$ cat config.mk
export PLATFORM = sky130hd
export DESIGN_NAME = sw_pass_scheduler_flat
export DESIGN_NICKNAME = d
export VERILOG_FILES = /design/src/rtl/sw_pass_scheduler_pkg.sv /design/src/rtl/sw_pass_scheduler_if.sv /design/src/rtl/sw_pass_scheduler_max.sv /design/src/rtl/sw_pass_scheduler.sv /design/src/flat_wrapper.sv
export SDC_FILE = /design/constraint.sdc
export NUM_CORES = 1
export LEC_CHECK = 0
export ABC_AREA = 1
export BUFFER_PORTS_ARGS = -buffer_cell sky130_fd_sc_hd__buf_2
export CAP_MARGIN = 0
export CORE_MARGIN = 3
export CORE_UTILIZATION = 56
export DETAILED_ROUTE_END_ITERATION = 10
export HOLD_SLACK_MARGIN = 0.12
export MAX_ROUTING_LAYER = met4
export PLACE_DENSITY = 0.77
export SLEW_MARGIN = 20
export SYNTH_ARGS = -nofsm -noshare
export SYNTH_HDL_FRONTEND = slang
export SYNTH_SLANG_ARGS = --single-unit
$ cat constraint.sdc
create_clock -name clk -period 3.09 [get_ports clk]
set_clock_uncertainty 0.15 [all_clocks]
set_input_delay 0.1545 -clock clk [delete_from_list [all_inputs] [get_ports clk]]
set_output_delay 0.1545 -clock clk [all_outputs]
set_load 0.1 [all_outputs]
$ cat src/rtl/sw_pass_scheduler_pkg.sv
// Shared defaults and state encoding for the multi-pass Smith-Waterman scheduler.
package sw_pass_scheduler_pkg;

  localparam int unsigned PE_N_DEF    = 64;
  localparam int unsigned LEN_W_DEF   = 16;
  localparam int unsigned SCORE_W_DEF = 16;
  localparam int unsigned PE_N_LOG    = $clog2(PE_N_DEF);

  typedef enum logic [2:0] {
    S_IDLE  = 3'd0,
    S_ISSUE = 3'd1,
    S_RUN   = 3'd2,
    S_ACC   = 3'd3,
    S_DONE  = 3'd4
  } sched_state_t;

endpackage

$ cat src/rtl/sw_pass_scheduler_if.sv
// Pass command / completion channel between the scheduler and the PE array controller.
interface sw_pass_scheduler_if
  import sw_pass_scheduler_pkg::*;
#(
  parameter int unsigned LEN_W   = LEN_W_DEF,
  parameter int unsigned SCORE_W = SCORE_W_DEF
);

  logic               cmd_valid;
  logic               cmd_ready;
  logic [LEN_W-1:0]   cmd_s_base;
  logic [LEN_W-1:0]   cmd_s_cnt;
  logic [LEN_W-1:0]   cmd_t_len;
  logic               cmd_first;
  logic               cmd_last;
  logic               pass_done;
  logic [SCORE_W-1:0] pass_score;

  modport master (
    output cmd_valid, cmd_s_base, cmd_s_cnt, cmd_t_len, cmd_first, cmd_last,
    input  cmd_ready, pass_done, pass_score
  );

  modport slave (
    input  cmd_valid, cmd_s_base, cmd_s_cnt, cmd_t_len, cmd_first, cmd_last,
    output cmd_ready, pass_done, pass_score
  );

endinterface

$ cat src/rtl/sw_pass_scheduler_max.sv
// Running unsigned maximum register with synchronous clear and load enable.
module sw_score_max_reg #(
  parameter int unsigned W = 16
) (
  input  logic         clk,
  input  logic         rst,
  input  logic         clr,
  input  logic         load,
  input  logic [W-1:0] d,
  output logic [W-1:0] q
);

  always_ff @(posedge clk) begin
    if (rst || clr) begin
      q <= '0;
    end else if (load && (d > q)) begin
      q <= d;
    end
  end

endmodule

$ cat src/rtl/sw_pass_scheduler.sv
// Splits the query into PE_N-sized segments, issues one pass command per segment
// and tracks the best pass score of the run.
module sw_pass_scheduler
  import sw_pass_scheduler_pkg::*;
#(
  parameter int unsigned PE_N    = PE_N_DEF,
  parameter int unsigned LEN_W   = LEN_W_DEF,
  parameter int unsigned SCORE_W = SCORE_W_DEF
) (
  input  logic               clk,
  input  logic               rst,
  input  logic               i_start,
  input  logic               i_abort,
  input  logic [LEN_W-1:0]   i_s_len,
  input  logic [LEN_W-1:0]   i_t_len,
  output logic               o_busy,
  output logic               o_done,
  output logic               o_err,
  output logic [SCORE_W-1:0] o_best_score,
  output logic               o_best_valid,
  output logic [LEN_W-1:0]   o_pass_idx,
  sw_pass_scheduler_if.master cmd
);

  localparam logic [LEN_W-1:0] SEG_MAX   = LEN_W'(PE_N);
  localparam logic [LEN_W:0]   BASE_STEP = (LEN_W+1)'(PE_N);

  sched_state_t       state, state_n;
  logic [LEN_W-1:0]   rem_q, rem_n;
  logic [LEN_W:0]     base_q, base_n;
  logic [LEN_W-1:0]   idx_q, idx_n;
  logic [LEN_W-1:0]   t_len_q, t_len_n;
  logic               err_q, err_n;
  logic               valid_q, valid_n;
  logic [SCORE_W-1:0] score_q, score_n;
  logic               best_clr, best_load, cmd_load;

  logic [LEN_W-1:0]   s_base_q, s_cnt_q, c_tlen_q;
  logic               first_q, last_q;
  logic [LEN_W-1:0]   cnt_n;

  always_comb begin
    state_n   = state;
    rem_n     = rem_q;
    base_n    = base_q;
    idx_n     = idx_q;
    t_len_n   = t_len_q;
    err_n     = err_q;
    valid_n   = valid_q;
    score_n   = score_q;
    best_clr  = 1'b0;
    best_load = 1'b0;
    cmd_load  = 1'b0;

    // Abort wins over ready/done arriving in the same cycle.
    if ((state != S_IDLE) && i_abort) begin
      state_n = S_IDLE;
    end else begin
      unique case (state)
        S_IDLE: begin
          if (i_start) begin
            rem_n    = i_s_len;
            base_n   = '0;
            idx_n    = '0;
            t_len_n  = i_t_len;
            valid_n  = 1'b0;
            best_clr = 1'b1;
            err_n    = (i_s_len == '0) || (i_t_len == '0);
            if (err_n) begin
              state_n = S_DONE;
            end else begin
              state_n  = S_ISSUE;
              cmd_load = 1'b1;
            end
          end
        end
        S_ISSUE: begin
          if (cmd.cmd_ready) state_n = S_RUN;
        end
        S_RUN: begin
          if (cmd.pass_done) begin
            score_n = cmd.pass_score;
            state_n = S_ACC;
          end
        end
        S_ACC: begin
          best_load = 1'b1;
          rem_n     = rem_q - s_cnt_q;
          base_n    = base_q + BASE_STEP;
          idx_n     = idx_q + 1'b1;
          if (rem_n == '0) begin
            state_n = S_DONE;
          end else begin
            state_n  = S_ISSUE;
            cmd_load = 1'b1;
          end
        end
        S_DONE: begin
          valid_n = 1'b1;
          state_n = S_IDLE;
        end
        default: state_n = S_IDLE;
      endcase
    end

    cnt_n = (rem_n > SEG_MAX) ? SEG_MAX : rem_n;
  end

  always_ff @(posedge clk) begin
    if (rst) begin
      state    <= S_IDLE;
      rem_q    <= '0;
      base_q   <= '0;
      idx_q    <= '0;
      t_len_q  <= '0;
      err_q    <= 1'b0;
      valid_q  <= 1'b0;
      score_q  <= '0;
      s_base_q <= '0;
      s_cnt_q  <= '0;
      c_tlen_q <= '0;
      first_q  <= 1'b0;
      last_q   <= 1'b0;
    end else begin
      state   <= state_n;
      rem_q   <= rem_n;
      base_q  <= base_n;
      idx_q   <= idx_n;
      t_len_q <= t_len_n;
      err_q   <= err_n;
      valid_q <= valid_n;
      score_q <= score_n;
      // Command fields are captured on entry to ISSUE so they hold under backpressure.
      if (cmd_load) begin
        s_base_q <= base_n[LEN_W-1:0];
        s_cnt_q  <= cnt_n;
        c_tlen_q <= t_len_n;
        first_q  <= (idx_n == '0);
        last_q   <= (rem_n <= SEG_MAX);
      end
    end
  end

  sw_score_max_reg #(.W(SCORE_W)) u_best (
    .clk  (clk),
    .rst  (rst),
    .clr  (best_clr),
    .load (best_load),
    .d    (score_q),
    .q    (o_best_score)
  );

  assign o_busy       = (state != S_IDLE);
  assign o_done       = (state == S_DONE);
  assign o_err        = (state == S_DONE) && err_q;
  assign o_best_valid = valid_q;
  assign o_pass_idx   = idx_q;

  assign cmd.cmd_valid  = (state == S_ISSUE);
  assign cmd.cmd_s_base = s_base_q;
  assign cmd.cmd_s_cnt  = s_cnt_q;
  assign cmd.cmd_t_len  = c_tlen_q;
  assign cmd.cmd_first  = first_q;
  assign cmd.cmd_last   = last_q;

endmodule

$ cat src/flat_wrapper.sv
// flat-port wrapper written by rule: the top's interface ports become plain ports
module sw_pass_scheduler_flat import sw_pass_scheduler_pkg::*;
#(
  parameter int unsigned PE_N    = PE_N_DEF,
  parameter int unsigned LEN_W   = LEN_W_DEF,
  parameter int unsigned SCORE_W = SCORE_W_DEF
)
  (clk, rst, i_start, i_abort, i_s_len, i_t_len, o_busy, o_done, o_err, o_best_score, o_best_valid, o_pass_idx, cmd_cmd_valid, cmd_cmd_s_base, cmd_cmd_s_cnt, cmd_cmd_t_len, cmd_cmd_first, cmd_cmd_last, cmd_cmd_ready, cmd_pass_done, cmd_pass_score);
  sw_pass_scheduler_if #(.LEN_W(LEN_W), .SCORE_W(SCORE_W)) cmd_i ();
  input  logic clk;
  input  logic rst;
  input  logic i_start;
  input  logic i_abort;
  input  logic [LEN_W-1:0] i_s_len;
  input  logic [LEN_W-1:0] i_t_len;
  output logic o_busy;
  output logic o_done;
  output logic o_err;
  output logic [SCORE_W-1:0] o_best_score;
  output logic o_best_valid;
  output logic [LEN_W-1:0] o_pass_idx;
  output wire logic [$bits(cmd_i.cmd_valid)-1:0] cmd_cmd_valid;
  output wire logic [$bits(cmd_i.cmd_s_base)-1:0] cmd_cmd_s_base;
  output wire logic [$bits(cmd_i.cmd_s_cnt)-1:0] cmd_cmd_s_cnt;
  output wire logic [$bits(cmd_i.cmd_t_len)-1:0] cmd_cmd_t_len;
  output wire logic [$bits(cmd_i.cmd_first)-1:0] cmd_cmd_first;
  output wire logic [$bits(cmd_i.cmd_last)-1:0] cmd_cmd_last;
  input wire logic [$bits(cmd_i.cmd_ready)-1:0] cmd_cmd_ready;
  input wire logic [$bits(cmd_i.pass_done)-1:0] cmd_pass_done;
  input wire logic [$bits(cmd_i.pass_score)-1:0] cmd_pass_score;
  assign cmd_cmd_valid = cmd_i.cmd_valid;
  assign cmd_cmd_s_base = cmd_i.cmd_s_base;
  assign cmd_cmd_s_cnt = cmd_i.cmd_s_cnt;
  assign cmd_cmd_t_len = cmd_i.cmd_t_len;
  assign cmd_cmd_first = cmd_i.cmd_first;
  assign cmd_cmd_last = cmd_i.cmd_last;
  assign cmd_i.cmd_ready = cmd_cmd_ready;
  assign cmd_i.pass_done = cmd_pass_done;
  assign cmd_i.pass_score = cmd_pass_score;
  sw_pass_scheduler #(.PE_N(PE_N), .LEN_W(LEN_W), .SCORE_W(SCORE_W)) u_core (.clk(clk), .rst(rst), .i_start(i_start), .i_abort(i_abort), .i_s_len(i_s_len), .i_t_len(i_t_len), .o_busy(o_busy), .o_done(o_done), .o_err(o_err), .o_best_score(o_best_score), .o_best_valid(o_best_valid), .o_pass_idx(o_pass_idx), .cmd(cmd_i));
endmodule
==> run_results.csv, run 1 <==
group,metric,value,unit
run_status,status,"completed",
yosys,ys_seq_elements,151,
power,irDropWorstVdd,0.763,mV
global_routing,grt_pass1_vias,7481,
yosys,synth_area_per_cell,6.64,um2
cts,clkLatencyLatePin,420,ps
setup_path,cp_slowest_cell,"ha_1",
timing,fin_crit_sh,0.909,
setup_path,cp.buffers_inverters,2,
cts,cts_sinks,151,
yosys,syn_area,0.00774,mm2
setup_path,cp_data_arrival_time,3010,ps
worst_hold_path,hold_depth,2,
setup_path,timing.critical_path.to_type,"flop",
power,leakage,5.14,nW
timing,drv_slew,0,
cts,cts-root-buf,"clkbuf_16",
timing,post-route-min-period,2810,ps
cells_and_area,fill_cells,1060,
yosys,syn-num-nets,1253,
die,die_h,124,um
yosys,ys_types,45,
detailed_routing,via_count,8259,
setup_path,r2r-start,"u_core.cmd.cmd_s_cnt[3]$_SDFFE_PP0P_",
setup_path,cp_cell_sequence,"inv_1 -> ha_1 -> nand2_1 -> nor2_1 -> nand2_1 -> nand3_1 -> nand2_1 -> nand2_1 -> nand2_1 -> nand2_1 -> nand2_1 -> nor2_1 -> nand2_1 -> nand2_2 -> nand2_1 -> nand2_2 -> nand2_4 -> clkbuf_16 -> a21oi_1",
setup_path,critPathTopFamily,"simple AND/OR/NAND/NOR gates",
die,initial_core_util,0.577,
detailed_routing,routed_wl,22900,um
detailed_routing,wl_met3,1860,um
timing,grt_setup_unrepaired,"false",
detailed_routing,via_per_inst,5.30,
die,io_pins,141,
cells_and_area,area_growth,29.4,%
yosys,synth.area.top_cells,"dfxtp_1 39%, nand2_1 13%, nor2_1 10%",
die,rows,42,
setup_path,reg2reg_depth,19,
cells_and_area,nets,1456,
detailed_routing,top_layer,"met4",
cts,cts_tree,"built",
cells_and_area,final_common_cell,"nand2_1",
timing,fmax,0.356,GHz
setup_path,crit_type,"reg -> reg",
setup_path,r2r-end,"u_core.cmd.cmd_s_base[4]$_SDFFE_PP0P_",
detailed_routing,ant_nets,0,
global_routing,grt_pass1_wl,35600,um
cells_and_area,drive_gt1_frac,0.164,
timing,slew_headroom,0.480,
detailed_routing,drtIter0Drc,777,
timing,fin_tns_setup,0,ps
yosys,ys.flop_type,"dfxtp_1",
setup_path,cpPeakStageDelay,390,ps
cts,cts.path.max_buffers,2,
detailed_routing,routedWlPerCell,14.7,um
detailed_routing,firstDrtPassIters,6,
yosys,synth_enable_flop_cells,0,
global_routing,grt_usage,0.302,
detailed_routing,wl_met2,10700,um
cts,path_clk_slew,60,ps
cts,cts_buffers,17,
placed_design,gp_congestion,0.979,
timing,setup_violations,0,
global_routing,antenna_found_initial,1,
flow_run,maxCapViolCount,0,
yosys,synth_top_area_frac,0.391,
power,total_power,8.29,mW
yosys,syn-instance-count,1165,
setup_path,start_kind,"flop",
global_routing,overflow,0,
detailed_routing,wl_met1,9800,um
worst_hold_path,min_to,"u_core.base_q[5]$_SDFF_PP0_",
setup_path,cp_data_required_time,3290,ps
worst_hold_path,hold_path.class,"reg -> reg",
timing,tightest_slew,779,ps
yosys,ys_async_sr_fraction,0,
cells_and_area,most-common-layout-cells,"273 x nand2_1, 208 x nor2_1, 159 x inv_1",
die,die_area,0.0153,mm2
die,die_x,124,um
setup_path,r2r_slack,280,ps
setup_path,crit_fanout,10,
cts,htreeDepth,4,
global_routing,grt_max_degree,42,
timing,finalHoldViolCount,0,
power,powerDensity,829,mW/mm2
worst_hold_path,hp-start,"u_core.base_q[5]$_SDFF_PP0_",
placed_design,port-buffer-count,140,
detailed_routing,drc_errors,0,
yosys,yosysWarnings,0,
setup_path,cpMostUsedCell,"nand2_1",
yosys,synth_area_leader_cell,"dfxtp_1",
die,coreArea,0.0134,mm2
yosys,seq_area_frac_synth,0.391,
placed_design,dp_hpwl,15000,um
[what timing repair did]
item / CTS / global route
gates resized for setup: 0 / 11
buffers inserted: 0 / 1
hold buffers: 67 / 0
endpoints found under the hold margin: 74 / 0
endpoints found under the setup margin: 0 / 45
[layout make-up]
cell class / count / area (um2) / area share
clock inverter: 14 / 171 / 0.0171
clock buffer: 18 / 439 / 0.0439
timing repair buffer: 227 / 1590 / 0.159
antenna: 1 / 2.50 / 0.000250
tap: 176 / 220 / 0.0220
sequential: 151 / 3030 / 0.303
multi-input combinational: 809 / 3940 / 0.394
inverter: 162 / 608 / 0.0607
[state kept, by name, summed over array words and instances (netlist names)]
| name | count |
|---|---|
| u_core.base_q | 16 |
| u_core.rem_q | 16 |
| u_core.o_pass_idx | 16 |
| u_core.cmd.cmd_last | 1 |
| u_core.cmd.cmd_t_len | 16 |
| u_core.score_q | 16 |
| u_core.t_len_q | 16 |
| u_core.cmd.cmd_s_cnt | 16 |
| u_core.cmd.cmd_first | 1 |
| u_core.err_q | 1 |
| u_core.state | 3 |
| u_core.cmd.cmd_s_base | 16 |
| u_core.o_best_valid | 1 |
| u_core.u_best.q | 16 |
[metal layers]
layer | global-route usage | vias to the layer above
met5 | - | -
met4 | 0.0941 | 0
met3 | 0.0677 | 58
met2 | 0.487 | 375
met1 | 0.379 | 3695
li1 | - | 4131
[report_power, final]
group	leakage, nW	internal (mW)	total, mW	switching [mW]
Sequential	1.23	2.20	2.35	0.149
Clock	0.305	1.30	2.15	0.848
Combinational	3.60	0.953	3.80	2.84
Total	5.14	4.45	8.29	3.84
[through the flow]
stage           util  hold slack [ps]  cell area (um2)  setup WS [ps]  std cells
3_3_place_gp   0.645              254             8640            299       1455
5_1_grt        0.747              317            10000           15.2       1558
2_1_floorplan      -             85.5             7760           2.66       1165
4_1_cts        0.740              290             9920            205       1554
6_report       0.747              290            10000            281       1558
3_5_place_dp   0.645              261             8640            237       1455
[worst min-delay path, cell delays in order (launching register included)]
cell     delay [ps]
dfxtp_1         310
nand2_1          60
inv_1            50
[cell families after synthesis]
logic type               after synthesis  synth area share
flip-flops                           151             0.391
AND/OR/NAND/NOR                      621             0.335
buffers and inverters                205             0.105
AO/OA/AOI/OAI                        152             0.111
adder cells (fa/ha/maj)               34            0.0559
XOR/XNOR                               2           0.00226
[worst max-delay path by stage]
stage	depth (start not counted)	end	from
floorplan	20	u_core.cmd.cmd_s_base[8]$_SDFFE_PP0P_	u_core.cmd.cmd_s_cnt[0]$_SDFFE_PP0P_
global placement	20	u_core.cmd.cmd_s_cnt[6]$_SDFFE_PP0P_	u_core.rem_q[0]$_SDFF_PP0_
detailed placement	20	u_core.cmd.cmd_s_cnt[6]$_SDFFE_PP0P_	u_core.rem_q[0]$_SDFF_PP0_
CTS	20	u_core.cmd.cmd_s_base[9]$_SDFFE_PP0P_	u_core.rem_q[0]$_SDFF_PP0_
global route	20	u_core.cmd.cmd_s_cnt[2]$_SDFFE_PP0P_	u_core.cmd.cmd_s_cnt[0]$_SDFFE_PP0P_
finish	19	u_core.cmd.cmd_s_base[4]$_SDFFE_PP0P_	u_core.cmd.cmd_s_cnt[3]$_SDFFE_PP0P_
[synth_stat cells (all sizes together), types with 2 or more instances]
cell type	instances
o21ai	49
a31o	2
inv	162
nand4	20
a21oi	70
clkbuf	23
o22ai	3
nor2	212
nor3	8
buf	20
and2	4
o211ai	4
nand3	82
a22oi	15
ha	33
nand3b	2
nand2	282
nor4	10
dfxtp	151
Power figures use the tool's default switching activity.
==> run 2, diff against run 1 <==
Settings changed: ABC_AREA 1 to 0.
==> run_results.csv, run 2 <==
group,metric,value,unit
placed_design,dp_hpwl,15800,um
die,die_area,0.0154,mm2
power,irDropWorstVdd,0.407,mV
cells_and_area,drive_gt1_frac,0.314,
power,intPower,4.00,mW
yosys,synth.cells.most_frequent,"151 x dfxtp_1, 134 x nand2_1, 93 x nor2_1, 67 x a21oi_1, 59 x o21ai_0",
cells_and_area,area_growth,42.6,%
yosys,syn-num-nets,1057,
power,p_comb_frac,0.319,
power,p_sw_frac,0.344,
worst_hold_path,hold_path.class,"in -> reg",
yosys,ys_async_sr_fraction,0,
timing,grt_setup_unrepaired,"true",
power,power_frac_clock,0.341,
yosys,ys.flop_type,"dfxtp_1",
detailed_routing,drtIter0Drc,946,
global_routing,antenna_found_initial,0,
global_routing,grt_max_degree,69,
placed_design,placed_area,0.00948,mm2
flow_run,maxCapViolCount,0,
die,coreArea,0.0135,mm2
global_routing,grt_pass1_wl,40100,um
cts,cts_sinks,151,
timing,finalHoldViolCount,0,
cts,clkLatencyLatePin,430,ps
detailed_routing,routedWlPerCell,18.6,um
cells_and_area,final_cell_area,0.0112,mm2
timing,tightest_slew,738,ps
global_routing,overflow,0,
cells_and_area,nets,1342,
detailed_routing,via_per_inst,6.02,
cts,cts-root-buf,"clkbuf_16",
timing,setup_violations,50,
power,seq_power_share,0.340,
run_status,violations,"negative setup slack",
yosys,syn_area,0.00783,mm2
yosys,yosysWarnings,0,
yosys,syn-instance-count,969,
power,leakage,5.08,nW
cts,cts_tree,"built",
die,die_x,124,um
detailed_routing,firstDrtPassIters,7,
cells_and_area,diodes,0,
power,powerDensity,545,mW/mm2
yosys,synth_compound_gate_area_share,0.202,
die,die_h,124,um
detailed_routing,ant_nets,0,
timing,drv_slew,0,
placed_design,gp_congestion,0.950,
setup_path,crit_fanout,7,
timing,setup_ws,-425,ps
yosys,synth.area.top_cells,"dfxtp_1 39%, nand2_1 6.4%, ha_1 5.3%",
yosys,synth_area_leader_cell,"dfxtp_1",
timing,fin_crit_sh,1.14,
timing,fmax,0.285,GHz
setup_path,start_kind,"flop",
cells_and_area,final_common_cell,"buf_2",
placed_design,port-buffer-count,140,
yosys,synth_top_area_frac,0.386,
global_routing,grt_pass1_vias,8208,
detailed_routing,via_count,8685,
yosys,seq_area_frac_synth,0.386,
yosys,yosys.cell_count.top_type,"dfxtp_1",
cts,path_clk_slew,70,ps
cts,cts_buffers,17,
die,initial_core_util,0.582,
yosys,ys_types,71,
die,io_pins,141,
yosys,synth_area_per_cell,8.08,um2
yosys,synthAdderAreaFrac,0.0553,
setup_path,cp_data_required_time,3240,ps
cells_and_area,most-common-layout-cells,"139 x buf_2, 131 x nand2_1, 131 x dfxtp_1",
timing,slew_headroom,0.508,
placed_design,dp.cells,1338,
cts,cts.path.max_buffers,2,
yosys,synth_enable_flop_cells,0,
power,switchingPower,2.09,mW
detailed_routing,drc_errors,0,
detailed_routing,routed_wl,26900,um
yosys,synth_top_family_by_area,"simple AND/OR/NAND/NOR gates",
yosys,ys_seq_elements,151,
yosys,synth_mux_area_frac,0.0358,
setup_path,cp_data_arrival_time,3660,ps
die,rows,42,
yosys,yosys.area_share.simple,0.259,
setup_path,crit_type,"reg -> reg",
setup_path,timing.critical_path.to_type,"flop",
cells_and_area,instances_no_fill,1443,
run_status,status,"finished with violations",
cts,htreeDepth,4,
yosys,synth_xor_area_frac,0.00895,
setup_path,r2r_slack,-420,ps
timing,post-route-min-period,3510,ps
global_routing,grt_usage,0.320,
## run 2: cell types whose count changed after synthesis, moves of 18 or more
cell and delta:
clkbuf_1 +18, mux2i_1 +28, a21boi_0 +19, nor2b_1 +42
nand2_1 -142, nor2_1 -115, nand3_1 -48, inv_1 -122
a22o_1 +19
## run 2: repair_timing
| action | 4_1_cts | 5_1_grt |
|---|---|---|
| buffers inserted | 10 | 12 |
| hold buffers | 47 | 0 |
| endpoints found under the hold margin | 65 | 0 |
| pin swaps | 10 | 27 |
| endpoints found under the setup margin | 51 | 53 |
| gates cloned | 4 | 3 |
| resized for setup | 28 | 39 |
## run 2: path summary, 6_finish.rpt
kind / cells after the start / from / endpoint
min: 5 / i_s_len[11] / u_core.rem_q[11]$_SDFF_PP0_
min reg2reg: 1 / u_core.cmd.cmd_s_cnt[14]$_SDFFE_PP0P_ / u_core.cmd.cmd_s_cnt[14]$_SDFFE_PP0P_
max: 13 / u_core.cmd.cmd_s_cnt[1]$_SDFFE_PP0P_ / u_core.cmd.cmd_t_len[10]$_SDFFE_PP0P_
max reg2reg: 13 / u_core.cmd.cmd_s_cnt[1]$_SDFFE_PP0P_ / u_core.cmd.cmd_t_len[10]$_SDFFE_PP0P_
## run 2: stage by stage
step | hold slack (ps) | TNS, ps | power, mW | util | setup WS [ps]
final | 143 | -15400 | 6.09 | 0.830 | -425
after global routing | 188 | -19560 | 6.29 | 0.830 | -513
after CTS | 128 | -10600 | 5.85 | 0.807 | -277
after detailed placement | 217 | -20390 | 3.59 | 0.705 | -487
after global placement | 212 | -15180 | 3.57 | 0.705 | -359
after floorplan | 140 | -12010 | 3.13 | - | -303
## run 2: layer usage
metal,wire (um),track usage,vias up
li1,-,-,3985
met2,12800,0.514,496
met3,2010,0.0503,119
met1,10900,0.404,4085
met5,0,-,-
met4,1180,0.135,0
## run 2: cell type report
| cell class | count | area, um2 |
|---|---|---|
| Multi-Input combinational cell | 723 | 4750 |
| Sequential cell | 151 | 3080 |
| Timing Repair Buffer | 322 | 2370 |
| Fill cell | 817 | 2290 |
| Clock buffer | 17 | 425 |
| Tap cell | 176 | 220 |
| Clock inverter | 15 | 164 |
| Inverter | 39 | 146 |
## run 2: logic make-up after synthesis
group | count (synthesis)
AND/OR/NAND/NOR | 410
AO/OA/AOI/OAI | 243
flip-flops | 151
buffers and inverters | 95
adder cells (fa/ha/maj) | 34
multiplexers | 28
XOR/XNOR | 8
## run 2: power by group through the flow
stage	combinational [mW]	clock (mW)	sequential (mW)
floorplan	0.804	0	2.32
global placement	1.47	0	2.10
detailed placement	1.49	0	2.10
CTS	1.71	2.07	2.06
global route	2.04	2.17	2.07
finish	1.94	2.07	2.07
## run 2: worst max-delay path, cell delays in order, from the launching register on
cell      delay [ps]
dfxtp_4          350
buf_4            150
fa_2             380
nand2b_4         160
a211oi_4         360
o211a_4          270
o41ai_4           90
xnor2_2          180
nor4b_4          360
a21bo_4          300
buf_12           170
buf_16           140
mux2i_1          240
nor2_1            60
==> run 3, diff against run 2 <==
Settings changed: CORE_UTILIZATION 56 to 55, PLACE_DENSITY 0.77 to 0.76.
==> run_results.csv, run 3 (synthesis gave the netlist of run 2 again) <==
group,metric,value,unit
cells_and_area,area_growth,44.1,%
setup_path,crit_type,"reg -> reg",
cts,cts_buffers,17,
timing,fmax,0.279,GHz
cells_and_area,instances_no_fill,1452,
timing,slew_headroom,0.403,
flow_run,maxCapViolCount,0,
run_status,status,"finished with violations",
detailed_routing,routed_wl,26700,um
global_routing,grt_usage,0.336,
cts,clkLatencyLatePin,430,ps
cells_and_area,fin_util,0.832,
cts,cts-root-buf,"clkbuf_16",
setup_path,cp.depth,16,
placed_design,dp_hpwl,16000,um
global_routing,grt_max_degree,84,
cts,htreeDepth,4,
die,die_x,125,um
cells_and_area,most-common-layout-cells,"139 x buf_2, 133 x nand2_1, 131 x dfxtp_1",
worst_hold_path,hold_path.class,"in -> reg",
global_routing,grt_pass1_vias,8227,
global_routing,met1_usage,0.422,
placed_design,dp.cells,1333,
setup_path,start_kind,"flop",
setup_path,crit_fanout,4,
detailed_routing,via_per_inst,5.93,
power,leakage,5.13,nW
power,irDropWorstVdd,0.512,mV
setup_path,reg2reg_depth,16,
timing,grt_setup_unrepaired,"true",
die,die_area,0.0157,mm2
cells_and_area,final_common_cell,"buf_2",
setup_path,r2r-start,"u_core.rem_q[0]$_SDFF_PP0_",
placed_design,port-buffer-count,140,
die,initial_core_util,0.577,
setup_path,cp.buffers_inverters,5,
timing,setup_violations,51,
cells_and_area,nets,1349,
power,powerDensity,556,mW/mm2
die,io_pins,141,
detailed_routing,drc_errors,0,
die,coreArea,0.0136,mm2
timing,setup_ws,-490,ps
timing,tightest_slew,896,ps
global_routing,overflow,0,
die,die_h,125,um
timing,fin_crit_sh,1.16,
cts,cts.path.max_buffers,2,
cells_and_area,drive_gt1_frac,0.309,
detailed_routing,drtIter0Drc,954,
cts,cts_sinks,151,
placed_design,placed_area,0.00947,mm2
setup_path,cpMostUsedCell,"buf_4",
setup_path,timing.critical_path.to_type,"flop",
die,rows,42,
cts,cts_tree,"built",
setup_path,cp_slowest_cell,"nor4b_4",
setup_path,r2r-end,"u_core.cmd.cmd_s_base[8]$_SDFFE_PP0P_",
run_status,violations,"negative setup slack",
setup_path,r2r_slack,-490,ps
detailed_routing,ant_nets,0,
detailed_routing,routedWlPerCell,18.4,um
timing,drv_slew,0,
setup_path,cpPeakStageDelay,410,ps
global_routing,gr-usage-met2,0.536,
detailed_routing,firstDrtPassIters,5,
setup_path,crit_end,"u_core.cmd.cmd_s_base[8]$_SDFFE_PP0P_",
timing,post-route-min-period,3580,ps
placed_design,gp_congestion,0.933,
setup_path,cp_data_arrival_time,3760,ps
detailed_routing,via_count,8615,
global_routing,grt_pass1_wl,42000,um
setup_path,cp_data_required_time,3270,ps
cells_and_area,final_cell_area,0.0113,mm2
power,total_power,6.28,mW
global_routing,met3_usage,0.0644,
setup_path,critPathTopFamily,"compound AO/OA/AOI/OAI gates",
global_routing,antenna_found_initial,2,
timing,finalHoldViolCount,0,
global_routing,grt_busiest_layer,"met2",
cts,path_clk_slew,70,ps
setup_path,cp_cell_sequence,"inv_2 -> ha_4 -> fa_2 -> nand2b_4 -> a211oi_4 -> o211a_1 -> buf_6 -> o41ai_4 -> xnor2_2 -> nor4b_4 -> buf_4 -> a21bo_4 -> buf_4 -> buf_16 -> nand2_2 -> a21oi_1",
setup_path,worstSetupStartpoint,"u_core.rem_q[0]$_SDFF_PP0_",
-- run 3: changes by cell type in the layout (fill, tap and decap cells not counted), moves of 3 or more --
cell	delta
buf_4	-8
buf_6	+8
dlygate4sd3_1	+7
mux2i_4	+4
a21boi_1	-3
bufinv_16	+3
clkinv_4	-3
nor2b_2	+3
nor2b_4	-3
-- run 3: cell type report --
class,instances,area [um2]
clock inverters,15,210
inverters,39,146
clock buffers,17,425
diodes,2,5.00
fillers,812,2280
well taps,176,220
multi-input cells,724,4750
repair buffers,328,2440
flip-flops and latches,151,3080
-- run 3: how the worst min path moves through the flow --
stage | from | end | slack (ps) | depth (start not counted)
3_5_place_dp | cmd_pass_score[1] | u_core.score_q[1]$_SDFFE_PP0P_ | 250 | 3
6_report | i_s_len[11] | u_core.err_q$_SDFFE_PP0P_ | 180 | 6
4_1_cts | i_s_len[11] | u_core.err_q$_SDFFE_PP0P_ | 140 | 6
5_1_grt | i_s_len[11] | u_core.err_q$_SDFFE_PP0P_ | 190 | 6
2_1_floorplan | cmd_pass_score[0] | u_core.score_q[0]$_SDFFE_PP0P_ | 140 | 2
3_3_place_gp | cmd_pass_score[2] | u_core.score_q[2]$_SDFFE_PP0P_ | 250 | 3
-- run 3: per-layer routing --
layer	up-vias	share of wire
li1	3999	-
met1	4062	0.41
met2	451	0.47
met3	103	0.083
met4	0	0.037
met5	-	0
-- run 3: worst reg2reg max path, cell delays in order, from the launching register on --
cell and delay, ps:
dfxtp_2 340, inv_2 40, ha_4 160, fa_2 350
nand2b_4 160, a211oi_4 310, o211a_1 250, buf_6 140
o41ai_4 70, xnor2_2 180, nor4b_4 410, buf_4 180
a21bo_4 200, buf_4 160, buf_16 110, nand2_2 50
a21oi_1 230
-- run 3: metrics by stage --
step           TNS, ps  hold slack [ps]  worst slack (ps)
5_1_grt         -21550              195              -583
3_5_place_dp    -21160              252              -490
2_1_floorplan   -12010              140              -303
3_3_place_gp    -14410              248              -333
4_1_cts         -13370              144              -353
6_report        -16990              180              -490
-- run 3: report_power, final --
| part | leakage, nW | total (mW) | internal [mW] | switching [mW] |
|---|---|---|---|---|
| Clock | 0.313 | 2.28 | 1.37 | 0.903 |
| Combinational | 3.58 | 1.93 | 0.832 | 1.10 |
| Sequential | 1.24 | 2.07 | 2.01 | 0.0582 |
| Total | 5.13 | 6.28 | 4.22 | 2.06 |
-- run 3: what timing repair did --
| item | in CTS | in global routing |
|---|---|---|
| gates resized for setup | 44 | 35 |
| gates cloned | 5 | 0 |
| setup endpoints to repair | 52 | 53 |
| endpoints found under the hold margin | 76 | 0 |
| pin swaps | 29 | 18 |
| hold buffers | 54 | 0 |
| setup buffers | 22 | 6 |
